--- src/rtl/pacc_arbiter.sv ---
// pacc_arbiter: round-robin sharing of the PACC engine between enc and dec requesters
module pacc_arbiter #(
   parameter int DATA_W         = 128,
   parameter int ENC_BEATS      = 96,
   parameter int DEC_BEATS      = 32,
   parameter int TIMEOUT_CYCLES = 65535
) (
   input  logic              clk,
   input  logic              rst_n,
   input  logic              enc_req,
   input  logic              dec_req,
   output logic              enc_grant,
   output logic              dec_grant,
   output logic              enc_done,
   output logic              dec_done,
   output logic              pacc_enable,
   output logic              pacc_mux_enc_dec,
   input  logic              pacc_function_done,
   input  logic              pacc_outready,
   input  logic [7:0]        pacc_wad,
   input  logic [DATA_W-1:0] pacc_wdata,
   output logic              enc_wr_en,
   output logic              dec_wr_en,
   output logic [7:0]        wr_ad,
   output logic [DATA_W-1:0] wr_data,
   input  logic              err_clr,
   output logic              err_beats,
   output logic              err_timeout
);
   typedef enum logic [1:0] {IDLE, ISSUE, BUSY, DONE} state_t;
   localparam logic [15:0] TO_LAST = 16'(TIMEOUT_CYCLES - 1);
   state_t state, state_nx;
   logic owner, owner_nx, last_owner, timed_out;
   logic [7:0] beat_cnt, beat_cnt_nx, beats_exp;
   logic [15:0] wdog;
   logic to_hit, to_set, beat, stray, in_win, beats_set;
   always_comb begin
      owner_nx    = (enc_req && dec_req) ? ~last_owner : dec_req;
      to_hit      = wdog == TO_LAST;
      to_set      = state == BUSY && to_hit && !pacc_function_done;
      beat        = pacc_outready && (state == BUSY || state == DONE);
      stray       = pacc_outready && (state == IDLE || state == ISSUE);
      in_win      = pacc_wad[7:5] == 3'b100 || (!owner && pacc_wad >= 8'd32 && pacc_wad <= 8'd95);
      beat_cnt_nx = (beat && beat_cnt != 8'hff) ? beat_cnt + 8'd1 : beat_cnt;
      beats_exp   = owner ? 8'(DEC_BEATS) : 8'(ENC_BEATS);
      // the count check includes a late beat arriving in the DONE cycle itself
      beats_set   = stray || (beat && !in_win) ||
                    (state == DONE && !timed_out && beat_cnt_nx != beats_exp);
      enc_grant        = state != IDLE && !owner;
      dec_grant        = state != IDLE && owner;
      pacc_mux_enc_dec = state != IDLE && owner;
      pacc_enable      = state == ISSUE;
      enc_done         = state == DONE && !owner;
      dec_done         = state == DONE && owner;
      unique case (state)
         IDLE:    state_nx = (enc_req || dec_req) ? ISSUE : IDLE;
         ISSUE:   state_nx = BUSY;
         BUSY:    state_nx = (pacc_function_done || to_hit) ? DONE : BUSY;
         default: state_nx = IDLE;
      endcase
   end
   always_ff @(posedge clk) begin
      if (!rst_n) begin
         state       <= IDLE;
         owner       <= 1'b0;
         last_owner  <= 1'b1;
         timed_out   <= 1'b0;
         beat_cnt    <= '0;
         wdog        <= '0;
         enc_wr_en   <= 1'b0;
         dec_wr_en   <= 1'b0;
         wr_ad       <= '0;
         wr_data     <= '0;
         err_beats   <= 1'b0;
         err_timeout <= 1'b0;
      end else begin
         state       <= state_nx;
         owner       <= (state == IDLE) ? owner_nx : owner;
         last_owner  <= (state == DONE) ? owner : last_owner;
         timed_out   <= (state == ISSUE) ? 1'b0 : timed_out | to_set;
         beat_cnt    <= (state == ISSUE) ? '0 : beat_cnt_nx;
         wdog        <= (state == ISSUE) ? '0 : (state == BUSY) ? wdog + 16'd1 : wdog;
         enc_wr_en   <= beat && in_win && !owner;
         dec_wr_en   <= beat && in_win && owner;
         wr_ad       <= beat ? pacc_wad : wr_ad;
         wr_data     <= beat ? pacc_wdata : wr_data;
         err_beats   <= beats_set | (err_beats & ~err_clr);
         err_timeout <= to_set | (err_timeout & ~err_clr);
      end
   end
endmodule

--- config.mk ---
export PLATFORM = sky130hd
export DESIGN_NAME = pacc_arbiter
export DESIGN_NICKNAME = d
export VERILOG_FILES = /design/src/rtl/pacc_arbiter.sv
export SDC_FILE = /design/constraint.sdc
export NUM_CORES = 1
export LEC_CHECK = 0
export ABC_AREA = 0
export CORE_UTILIZATION = 35
export DETAILED_ROUTE_END_ITERATION = 7
export HOLD_SLACK_MARGIN = 0.06
export PLACE_DENSITY = 0.72
export SYNTH_ARGS = -nofsm -noshare
export SYNTH_HDL_FRONTEND = slang
export SYNTH_SLANG_ARGS = --single-unit
--- constraint.sdc ---
create_clock -name clk -period 1.8 [get_ports clk]
set_input_delay 0.18 -clock clk [delete_from_list [all_inputs] [get_ports clk]]
set_output_delay 0.18 -clock clk [all_outputs]
set_load 0.1 [all_outputs]
# Word-level counts from Yosys, hierarchy flattened
# Cells that the tools add are included.
# Widths: inputs -> output; s select.
[word_totals] ramBits=0 reg_bits=169 mem_bits_ro=0 inputBits=143 wordCells=69 n_memories=0 out_inout_bits=146 latch_bits=0
[op_classes] bitwise=8 muxes=6 reduce_logical=32 add_sub_neg=2 n_lt_le_gt_ge=2 shifts=0 eq_ne=7 n_div=0 n_mul=0
[ops] operator="$logic_and 1x1->1" n=18
[ops] operator="$add 16x1->16 const B" n=1
[ops] operator="$eq 16x16->1 const B" n=1
[ops] operator="$add 8x1->8 const B" n=1
[ops] operator="$ge 8x6->1 const B" n=1
[ops] operator="$le 8x7->1 const B" n=1
[ops] operator="$mux 8" n=1
[ops] operator="$ne 8x7->1" n=1
[ops] operator="$ne 8x8->1 const B" n=1
[ops] operator="$logic_or 1x1->1" n=7
[ops] operator="$mux 7" n=1
[ops] operator="$pmux 2 s3" n=1
[ops] operator="$eq 2x2->1 const B" n=2
[ops] operator="$logic_not 1->1" n=4
[ops] operator="$eq 3x3->1 const B" n=1
[ops] operator="$mux 1" n=3
[ops] operator="$not 1->1" n=3
[ops] operator="$or 1x1->1" n=3
[ops] operator="$and 1x1->1" n=2
[ops] operator="$eq 2x1->1 const B" n=1
[ops] operator="$logic_not 2->1" n=1
[ops] operator="$reduce_bool 2->1" n=1
[ops] operator="$reduce_or 2->1" n=1

# Depth between registers and ports, before layout
[logic_depth] word_depth=9 depth_mapped=8 mapped_depth_nobuf=7

# Least setup slack after synthesis
# Ideal clock, no wire load.
[synth_path] path_kind="flip-flop to output port" start="register state[0]" end="output pacc_mux_enc_dec" path_buffers=1 arrival_ns=2.566 required_time_ns=1.620 path_slack_ns=-0.946 path_stages_with_launch=5 path_cell_list="dfxtp_1 inv_1 ha_1 nor2b_1 buf_4"
[synth_between] elab_chain_cells=2
[synth_lines] element="from (decl)" line_no="32" source="state_t state, state_nx;"
[synth_lines] element="from (signal assigned)" line_no="77" source="state <= state_nx;"
[synth_lines] element="$reduce_bool 2->1"
[synth_lines] element="$logic_and 1x1->1"
[synth_lines] element="to (decl)" line_no="17" source="output logic pacc_mux_enc_dec,"
# No other way between the ends.

# Worst setup path after layout
[layout_path] start="register state[0]" end="register err_beats"
[layout_between] elab_chain_cells=9
[layout_lines] element="$eq 2x2->1 (on tied branches)" line_no="41, 48"
[layout_lines] element="$logic_or 1x1->1" line_no="41" source="beat = pacc_outready && (state == BUSY || state == DONE);"
[layout_lines] element="$logic_and 1x1->1" line_no="41"
[layout_lines] element="$logic_and 1x1->1" line_no="44" source="beat_cnt_nx = (beat && beat_cnt != 8'hff) ? beat_cnt + 8'd1 : beat_cnt;"
[layout_lines] element="$mux 8" line_no="44"
[layout_lines] element="$ne 8x7->1" line_no="48" source="(state == DONE && !timed_out && beat_cnt_nx != beats_exp);"
[layout_lines] element="$logic_and 1x1->1" line_no="48"
[layout_lines] element="$logic_or 1x1->1 (*)" line_no="47" source="beats_set = stray || (beat && !in_win) ||"
[layout_lines] element="$or 1x1->1 (*)" line_no="87" source="err_beats <= beats_set | (err_beats & ~err_clr);"
[layout_lines] element="to (signal assigned)" line_no="87"
[layout_lines] element="to (decl)" line_no="27" source="output logic err_beats,"
# Mark *: on every way between the ends. The rest lies on a longest branch, timed or not.
# A chain may end at the register's enable or synchronous reset.

==> flow_summary.rst <==
.. list-table::
   :header-rows: 1

   * - Metric
     - Value
   * - Result of the run
     - complete, no violations
   * - Antenna-violating nets left
     - 0
   * - Final number of max-transition violations
     - 0
   * - Area taken by multi-input logic gates
     - 0.00281 mm^2
   * - Clock Tree Buf Depth
     - 2
   * - Depth of the most critical reg-to-reg path
     - 8
   * - H-Tree Depth
     - 4
   * - Average wire per cell in the routed design
     - 14.3 um
   * - Count of fill cells added during filler insertion
     - 1614
   * - Critical Path Fanout Max
     - 7
   * - Min-Delay Path Class
     - primary input to register
   * - Setup repair after global routing missed its margin
     - false
   * - Remaining DRCs
     - 0
   * - Largest delay contributor family on the critical path
     - compound AO/OA/AOI/OAI gates
   * - Cell area after layout
     - 0.0101 mm^2
   * - Final setup viols
     - 0
   * - Worst-skew pair later-pin latency
     - 420 ps
   * - Count of antenna diodes in the layout
     - 0
   * - Gr usage total
     - 19.2%
   * - Final hold viol count
     - 0
   * - Transition at the pin with the smallest max-transition slack
     - 482 ps
   * - Share of synthesized area occupied by flip-flops and latches
     - 53.1%
   * - Num ports
     - 289
   * - Total global routing overflow
     - 0
   * - Violation count after the first detailed-route iteration
     - 273
   * - Final Routed Wirelength
     - 18700 um
   * - Combined area of all synthesized cells
     - 0.00637 mm^2
   * - Worst ir drop on vdd
     - 0.000657 V
   * - Total Nets Final
     - 1225
   * - Leakage power
     - 3.99 nW
   * - Via count
     - 6086
   * - Count of flip-flops with a built-in enable after synthesis
     - 0
   * - RR Startpoint
     - state[0]
   * - Die ar.
     - 0.0187 mm^2
   * - Pin count of the biggest net entering global routing
     - 72
   * - Area share of fa/ha/maj cells after synthesis
     - 1.57%
   * - Commonest non-fill, non-tap cell in the layout
     - nand2_1
   * - Global-route wire length before repair
     - 27900 um
   * - Timing-limited maximum frequency
     - 581 MHz
   * - Largest family of logic cells by synthesized area
     - simple AND/OR/NAND/NOR gates
   * - Critical path launch point type
     - register
   * - Worst R2R End
     - err_beats
   * - Cell-by-cell listing of the critical path
     - inv_2 > ha_4 > buf_6 > o21a_4 > a211oi_2 > a41oi_2 > nor4_2 > o41ai_2
   * - Time the worst path needs with I/O delays and setup
     - 1720 ps
   * - Initial Utilization
     - 36.3%
   * - Cell count after synthesis
     - 785
   * - Leading register cell type out of synthesis
     - dfxtp_1
   * - Data required time at the worst endpoint
     - 2090 ps
   * - Signed area change from the synthesized netlist to the final layout
     - 58.5%
   * - Cells taking the most area after synthesis
     - dfxtp_1, nand2_1, a21oi_1
   * - Synthesized net count
     - 936
   * - Placed cell count
     - 1277
   * - Floorplan die height
     - 137 um
   * - Post-synthesis cell type with the largest combined area
     - dfxtp_1
   * - Multiplexer area fraction after synthesis
     - 0.314%
   * - Synthesis Warnings
     - 0
   * - Classification of the worst setup path
     - register to register
   * - Cell Rows
     - 48
   * - Register cell area after layout
     - 0.00339 mm^2
   * - Critical path capture point type
     - register
   * - Fraction of final layout cells sized beyond drive strength 1
     - 22.3%
   * - Instance area after placement
     - 0.00940 mm^2
   * - Cell depth of the worst hold path
     - 3
   * - Top library cells by usage in the layout, fill and taps aside
     - nand2_1, dfxtp_1, buf_4
   * - Total CTS buffers
     - 17
   * - Critical path data arrival time
     - 2020 ps
   * - Startpoint of the worst hold path
     - pacc_wdata[85]
   * - Count of distinct cell types in the synthesized netlist
     - 56
   * - Via count of the first global-routing pass
     - 5514
   * - Share of the core filled with cells in the final layout
     - 57.6%
   * - Post-synthesis share of cell area spent on and, or, nand and nor gates
     - 23.4%
   * - Hold Crit Endpoint
     - wr_data[85]
   * - Clock root buffer master
     - clkbuf_16
   * - Maximum capacitance violations
     - 0
   * - Clock slew seen by the registers of the worst setup and hold paths
     - 70 ps
   * - Cell with the largest stage delay on the worst path
     - dfxtp_4
   * - 1st-pass router iterations
     - 4
   * - Slowest Stage Delay on Critical Path
     - 370 ps
   * - Fraction of the cycle the final worst path needs
     - 95.7%
   * - Total design power
     - 0.0119 W
   * - Register bit total from synthesis
     - 169
   * - Chip width
     - 137 um
   * - Power density cells
     - 1180 mW/mm^2
   * - Core region area
     - 0.0175 mm^2
   * - Buffers and inverters on the worst path
     - 2
   * - Antenna violations before repair
     - 0
   * - Clock tree from TritonCTS
     - yes
   * - Normalized max-slew margin
     - 67.9%
   * - Detailed placement HPWL
     - 13300 um
   * - Flop-to-flop setup slack
     - 80 ps
   * - Global placer's final weighted congestion
     - 0.860
   * - Share of synthesized registers carrying an async set or reset
     - 0%
   * - Number of clock sinks
     - 169
   * - Syn Area/Cell
     - 8.11 um^2
   * - Area fraction in compound gates after synthesis
     - 14.7%
   * - XOR/XNOR share of the synthesized area
     - 2.61%
   * - Final Non-Filler Cells
     - 1312
   * - Share of Yosys cell area claimed by the top area cell type
     - 53.1%
   * - Average vias per placed instance
     - 4.64
   * - Port Buf Inserts
     - 288
   * - Worst setup skew after layout
     - 6.67 ps
==> synthesized netlist by cell type, types with 3 or more instances <==
| master | number |
|---|---|
| buf_2 | 16 |
| buf_1 | 5 |
| nand2_1 | 283 |
| a21oi_1 | 139 |
| and4_1 | 3 |
| nand3_1 | 4 |
| inv_1 | 7 |
| nand4_1 | 7 |
| nor2_1 | 32 |
| nor3_1 | 5 |
| o21ai_0 | 6 |
| clkbuf_1 | 27 |
| nand2b_1 | 3 |
| buf_4 | 3 |
| nor2b_1 | 3 |
| and2_1 | 3 |
| xnor2_1 | 4 |
| a31oi_1 | 3 |
| dfxtp_1 | 169 |
| ha_1 | 8 |
| xor2_1 | 15 |
==> per-layer routing <==
metal  global-route usage (%)  wire length, um  vias to the layer above
li1                         -                -                     3140
met1                     22.1             7590                     2750
met2                     33.6             9580                      176
met3                     5.70             1280                       20
met4                     6.53              300                        0
met5                        0                0                        -
==> report_power, final <==
part,internal [W],switching [W],total (W)
combinational,0.00114,0.00290,0.00404
sequential,0.00403,0.000168,0.00420
clock,0.00202,0.00161,0.00362
total,0.00719,0.00468,0.0119
==> sequential cells by signal, summed over array words and instances, names as in the netlist <==
name,flops
dec_wr_en,1
last_owner,1
err_beats,1
wr_data,128
err_timeout,1
timed_out,1
enc_wr_en,1
owner,1
beat_cnt,8
state,2
wr_ad,8
wdog,16
==> worst max path at each step <==
stage,start,endpoint,slack (ps),cells past startpoint
finish,state[0],err_beats,80,8
global route,state[1],enc_done,4,5
CTS,state[1],err_beats,-20,7
detailed placement,pacc_outready,err_beats,-50,6
global placement,pacc_outready,err_beats,-4,6
floorplan,state[0],pacc_mux_enc_dec,-340,4
==> metrics by stage <==
stage          worst slack [ps]  TNS (ps)  hold slack, ps
5_1_grt                    3.92         0             284
4_1_cts                   -21.8     -21.8             278
2_1_floorplan              -335     -5760             298
3_5_place_dp              -48.4     -48.4             447
6_report                   77.9         0             299
3_3_place_gp              -3.55     -3.55             442
==> worst min-delay path: stages <==
cell and delay (ps):
clkdlybuf4s50_1 400, nand2_1 50, a21oi_1 50
==> area by class of cell <==
cell class / instances / share of cell area [%]
Clock inverter: 13 / 1.30
Tap cell: 225 / 2.79
Inverter: 8 / 0.322
Sequential cell: 169 / 33.6
Multi-Input combinational cell: 555 / 27.8
Timing Repair Buffer: 323 / 29.7
Clock buffer: 19 / 4.49
==> cell families (layout without fill, tap and decap cells) <==
kind of cell	count (synthesis)	after routing
mux	2	2
xor+xnor	19	19
simple gates	359	359
compound gates	167	167
fa+ha+maj	8	8
buf+inv	61	363
flops	169	169
==> timing repair <==
action,in CTS,in global routing
pin swaps,0,6
hold buffers,0,0
setup buffers,1,2
resized for setup,6,12
endpoints found under the hold margin,0,0
setup endpoints to repair,6,27
Note: power is estimated with default switching activity, not from simulation.
